<file path="config.mk">
export PLATFORM = sky130hd
export DESIGN_NAME = pix_src_sched
export DESIGN_NICKNAME = d
export VERILOG_FILES = /design/src/rtl/pix_src_sched.sv
export SDC_FILE = /design/constraint.sdc
export NUM_CORES = 1
export LEC_CHECK = 0
export ABC_AREA = 1
export BUFFER_PORTS_ARGS = -buffer_cell sky130_fd_sc_hd__buf_2
export CORE_ASPECT_RATIO = 1.2
export CORE_UTILIZATION = 55
export DETAILED_ROUTE_END_ITERATION = 8
export GPL_TIMING_DRIVEN = 0
export PLACE_DENSITY = 0.91
export SLEW_MARGIN = 10
export SYNTH_ARGS = -nofsm -noshare
export SYNTH_HDL_FRONTEND = slang
export SYNTH_SLANG_ARGS = --single-unit
</file>
<file path="constraint.sdc">
create_clock -name clk_p -period 3.8 [get_ports clk_p]
set_input_delay 0.76 -clock clk_p [delete_from_list [all_inputs] [get_ports clk_p]]
set_output_delay 0.76 -clock clk_p [all_outputs]
set_load 0.01 [all_outputs]
</file>
<file path="src/rtl/pix_src_sched.sv">
// Pixel source scheduler: selects camera or SPI frames at frame boundaries,
// assembles SPI byte pairs into pixels and issues registered pixel/X/Y/status strobes.
module pix_src_sched #(
    parameter int unsigned IMG_W = 640,
    parameter int unsigned IMG_H = 480,
    parameter int unsigned PIX_W = 16,
    localparam int unsigned XW = $clog2(IMG_W),
    localparam int unsigned YW = $clog2(IMG_H)
) (
    input  logic             clk_p,
    input  logic             rst,
    input  logic             src_sel,
    input  logic             cam_dv,
    input  logic             cam_sof,
    input  logic [PIX_W-1:0] cam_pix,
    input  logic             spi_byte_vld,
    input  logic [7:0]       spi_byte,
    input  logic             spi_strm_en,
    input  logic             spi_sof,
    output logic             pix_en,
    output logic             pix_sof,
    output logic [PIX_W-1:0] pix_data,
    output logic [XW-1:0]    pix_x,
    output logic [YW-1:0]    pix_y,
    output logic             active_src,
    output logic             busy,
    output logic             frame_done,
    output logic             short_frame,
    output logic [15:0]      drop_cnt
);

    typedef enum logic [1:0] {IDLE, RUN_CAM, RUN_SPI} state_t;

    state_t             state_q, state_d;
    logic               phase_q, phase_d;
    logic [7:0]         hi_q, hi_d;
    logic [XW-1:0]      x_q, x_d, xc;
    logic [YW-1:0]      y_q, y_d, yc;
    logic               last_q, last_d;
    logic               pix_en_d, pix_sof_d, active_src_d, busy_d, short_frame_d;
    logic [PIX_W-1:0]   pix_data_d;
    logic [XW-1:0]      pix_x_d;
    logic [YW-1:0]      pix_y_d;
    logic [15:0]        drop_cnt_d;
    logic [16:0]        drop_sum;
    logic [1:0]         drop_inc;
    logic               spi_pix_vld_c, idle_c, sel_c, sof_c, vld_c, oth_c;
    logic [PIX_W-1:0]   spi_pix_c, dat_c;

    // SPI byte pairing; a disabled stream or sof restarts at the high byte
    always_comb begin
        phase_d       = phase_q;
        hi_d          = hi_q;
        spi_pix_vld_c = 1'b0;
        spi_pix_c     = PIX_W'({hi_q, spi_byte});
        if (!spi_strm_en) begin
            phase_d = 1'b1;
        end else if (spi_sof) begin
            phase_d = 1'b1;
            if (spi_byte_vld) begin
                hi_d    = spi_byte;
                phase_d = 1'b0;
            end
        end else if (spi_byte_vld) begin
            if (phase_q) begin
                hi_d    = spi_byte;
                phase_d = 1'b0;
            end else begin
                phase_d       = 1'b1;
                spi_pix_vld_c = 1'b1;
            end
        end
    end

    // Frame scheduling; sof is applied before a coincident pixel
    always_comb begin
        idle_c        = (state_q == IDLE);
        sel_c         = idle_c ? src_sel : active_src;
        sof_c         = sel_c ? spi_sof : cam_sof;
        vld_c         = sel_c ? spi_pix_vld_c : cam_dv;
        dat_c         = sel_c ? spi_pix_c : cam_pix;
        oth_c         = sel_c ? cam_dv : spi_pix_vld_c;

        state_d       = state_q;
        active_src_d  = idle_c ? src_sel : active_src;
        pix_en_d      = 1'b0;
        pix_sof_d     = 1'b0;
        pix_data_d    = pix_data;
        pix_x_d       = pix_x;
        pix_y_d       = pix_y;
        short_frame_d = 1'b0;
        last_d        = 1'b0;
        drop_inc      = 2'd0;
        xc            = x_q;
        yc            = y_q;

        if (sof_c) begin
            xc = '0;
            yc = '0;
            if (idle_c) begin
                state_d = src_sel ? RUN_SPI : RUN_CAM;
            end else if ((x_q != '0) || (y_q != '0)) begin
                short_frame_d = 1'b1;
            end
        end
        x_d = xc;
        y_d = yc;

        if (vld_c) begin
            if (state_d != IDLE) begin
                pix_en_d   = 1'b1;
                pix_sof_d  = (xc == '0) && (yc == '0);
                pix_data_d = dat_c;
                pix_x_d    = xc;
                pix_y_d    = yc;
                if (xc == XW'(IMG_W - 1)) begin
                    x_d = '0;
                    if (yc == YW'(IMG_H - 1)) begin
                        y_d     = '0;
                        state_d = IDLE;
                        last_d  = 1'b1;
                    end else begin
                        y_d = yc + YW'(1);
                    end
                end else begin
                    x_d = xc + XW'(1);
                end
            end else begin
                drop_inc = drop_inc + 2'd1;
            end
        end
        if (oth_c) begin
            drop_inc = drop_inc + 2'd1;
        end

        drop_sum   = {1'b0, drop_cnt} + 17'(drop_inc);
        drop_cnt_d = drop_sum[16] ? 16'hFFFF : drop_sum[15:0];
        busy_d     = (state_d != IDLE);
    end

    always_ff @(posedge clk_p) begin
        if (rst) begin
            state_q     <= IDLE;
            phase_q     <= 1'b1;
            hi_q        <= '0;
            x_q         <= '0;
            y_q         <= '0;
            last_q      <= 1'b0;
            pix_en      <= 1'b0;
            pix_sof     <= 1'b0;
            pix_data    <= '0;
            pix_x       <= '0;
            pix_y       <= '0;
            active_src  <= 1'b0;
            busy        <= 1'b0;
            frame_done  <= 1'b0;
            short_frame <= 1'b0;
            drop_cnt    <= '0;
        end else begin
            state_q     <= state_d;
            phase_q     <= phase_d;
            hi_q        <= hi_d;
            x_q         <= x_d;
            y_q         <= y_d;
            last_q      <= last_d;
            pix_en      <= pix_en_d;
            pix_sof     <= pix_sof_d;
            pix_data    <= pix_data_d;
            pix_x       <= pix_x_d;
            pix_y       <= pix_y_d;
            active_src  <= active_src_d;
            busy        <= busy_d;
            frame_done  <= last_q;
            short_frame <= short_frame_d;
            drop_cnt    <= drop_cnt_d;
        end
    end

endmodule
</file>
==> run summary <==
Detailed Routing Iterations Pass 1 -> 7
Critical Path Most Common Cell -> inv_1
routed wire length -> 10.8 mm
io pins -> 89
P&R area growth vs syn -> 17.5%
final worst path period need -> 3.47 ns
clock sinks -> 88
Iter 0 DRT Violations -> 336
peak supply drop -> 358 uV
EDFF count, synth -> 0
synth warn -> 0
vias -> 4186
total power -> 2.00 mW
vias in the first global route -> 3951
Fillers -> 643
total grt overflow -> 0
Die X -> 81.9 um
pin count of the biggest net entering global routing -> 15
CTS tree -> built
fin. max-slew vios -> 0
RSZ-0062 raised after global routing -> false
Mapped Area -> 4210 um^2
Root Driver -> clkbuf_8
average routed wire per standard cell -> 14.1 um
largest cells by area after synthesis -> dfxtp_1 (42%), nand2_1 (9.2%), nor2_1 (7.3%)
reg2reg path depth -> 21
n_diodes -> 0
critical path data required time -> 4.10 ns
Clock Latency Late Sink -> 0.36 ns
DRC Markers -> 0
Power per Cell Area -> 403 nW/um^2
Gate Count Post-Synth -> 571
dpl hpwl -> 8.04 mm
die height -> 97.8 um
IO Port Bufs -> 87
Setup WS pre-CTS -> -0.330 ns
die area -> 8010 um^2
syn avg cell area -> 7.37 um^2
area share of the largest cell type after synthesis -> 41.8%
Critical Path Sink Type -> flip-flop
CTS buffer count -> 9
Hold Path Depth -> 2
row count -> 34
clk slew on worst S/H paths -> 0.08 ns
Max Clk Rate -> 288 MHz
first-pass GRT wire length -> 17.9 mm
Final period util -> 91.4%
Cell Chain, Critical Path -> buf_2 > nand2_2 > nand2_2 > clkbuf_4 > nand2_1 > o21ai_0 > ha_1 > ha_1 > inv_1 > fa_1 > inv_1 > nand2_1 > nor3_2 > nand3_1 > nor2_1 > inv_1 > nor2_2 > a21oi_1 > o21ai_0 > nand2_1 > inv_1
slew margin rel. -> 60.4%
crit-path max FO -> 19
Top FF cell, synth -> dfxtp_1
hold crit path type -> reg -> reg
Post-CTS Setup Repair Bufs -> 0
Final ANT Viol Nets -> 0
post-synthesis sequential area ratio -> 41.8%
syn_nets -> 611
commonest non-fill, non-tap cell in the layout -> nand2_1
Worst-Margin Slew -> 0.594 ns
CP startpoint kind -> primary input
most frequent cells in the layout -> nand2_1 (103), buf_2 (90), dfxtp_1 (88), nor2_1 (82), inv_1 (65)
initial antenna violation count -> 0
Post-Route Utilization -> 67.6%
share of post-route cells with drive strength above 1 -> 21.4%
Yosys top cell by area -> dfxtp_1
Total GRT Usage -> 28.6%
clock skew -> 0.0179 ns
Cells after DPL -> 748
register bit total from synthesis -> 88
H-tree levels -> 3
Slowest cell on crit path -> fa_1
outcome -> finished clean
gpl congestion -> 0.939
Core Area -> 7320 um^2
final hold vios -> 0
final worst hold slack -> 0.445 ns
Leakage -> 2.34 nW
Final Worst Setup Slack -> 0.326 ns
Max-cap violations -> 0
Non-Filler Instances -> 763
CP Class -> in -> reg
drt via density -> 5.49
Final #Nets -> 708
Clock Path Buffers -> 2
final setup vio count -> 0
Unique masters post-synth -> 39
async set-or-reset flop fraction in the synthesized netlist -> 0%
initial core utilization -> 57.5%
CP Data Arrival Time -> 3.77 ns
crit-path max cell delay -> 0.38 ns
-- sequential cells by signal, summed over array words and instances, names as in the netlist --
name	cells
drop_cnt	16
pix_data	16
pix_x	10
x_q	10
pix_y	9
y_q	9
hi_q	8
state_q	2
active_src	1
busy	1
frame_done	1
last_q	1
phase_q	1
pix_en	1
pix_sof	1
short_frame	1
-- power breakdown --
| group | switching [mW] | total (mW) | internal, mW |
|---|---|---|---|
| Clock | 0.336 | 0.641 | 0.305 |
| Combinational | 0.216 | 0.344 | 0.128 |
| Sequential | 0.0307 | 1.01 | 0.980 |
| Total | 0.583 | 2.00 | 1.41 |
-- cell usage after synthesis (2+ instances only) --
library cell / number
a211oi_1: 5
a21oi_1: 27
a31oi_1: 20
buf_1: 4
buf_2: 4
buf_6: 6
clkbuf_1: 7
dfxtp_1: 88
ha_1: 7
inv_1: 65
inv_2: 6
nand2_1: 103
nand2_2: 6
nand2_4: 2
nand3_1: 26
nand3_4: 4
nand3b_1: 3
nand4_1: 9
nor2_1: 82
nor2_2: 5
nor2_4: 3
nor3_1: 12
nor4_1: 3
o21ai_0: 48
o21ai_1: 3
xor2_1: 10
-- critical path, delay by kind of cell --
kind,cells,cell delay (ns)
AO/OA/AOI/OAI,3,0.28
adder cells (fa/ha/maj),3,0.82
buffers and inverters,6,0.63
AND/OR/NAND/NOR,9,1.28
-- timing repair --
item | CTS | global route
gates resized for setup | 0 | 1
setup endpoints to repair | 0 | 7
hold buffers | 0 | 0
-- final timing paths --
check	start	endpoint	slack [ns]
worst max-delay path	src_sel	drop_cnt[13]	0.33
worst min-delay path	last_q	frame_done	0.45
worst max register to register	state_q[1]	drop_cnt[13]	0.33
worst min register to register	last_q	frame_done	0.45
-- cell type report --
cell class	count	area [um^2]	area share [%]
plain buffers	21	135	2.73
clock buffers	11	131	2.66
clock inverters	5	57.6	1.16
inverters	72	270	5.46
multi-input cells	389	2040	41.3
flip-flops and latches	88	1760	35.6
well taps	90	113	2.28
repair buffers	87	435	8.80
-- cell families after synthesis --
| family | share of synthesized area, % |
|---|---|
| adder cells (fa/ha/maj) | 2.56 |
| flip-flops | 41.8 |
| XOR/XNOR | 2.08 |
| AO/OA/AOI/OAI | 13.9 |
| buffers and inverters | 9.66 |
| AND/OR/NAND/NOR | 30.0 |
-- per-stage QoR --
step	area (um^2)	setup TNS, ns
finish	4950	0
global route	4950	0
CTS	4950	0
detailed placement	4760	-1.74
global placement	4760	-0.884
floorplan	4210	0
-- metal layers --
metal	vias to the layer above	global-route usage (%)	share of wire, %
met4	0	11.2	1.8
met2	178	49.0	50
met3	17	5.33	7.1
met5	-	0	0
li1	2054	-	-
met1	1937	34.6	41
Note: power is estimated with default switching activity, not from simulation.
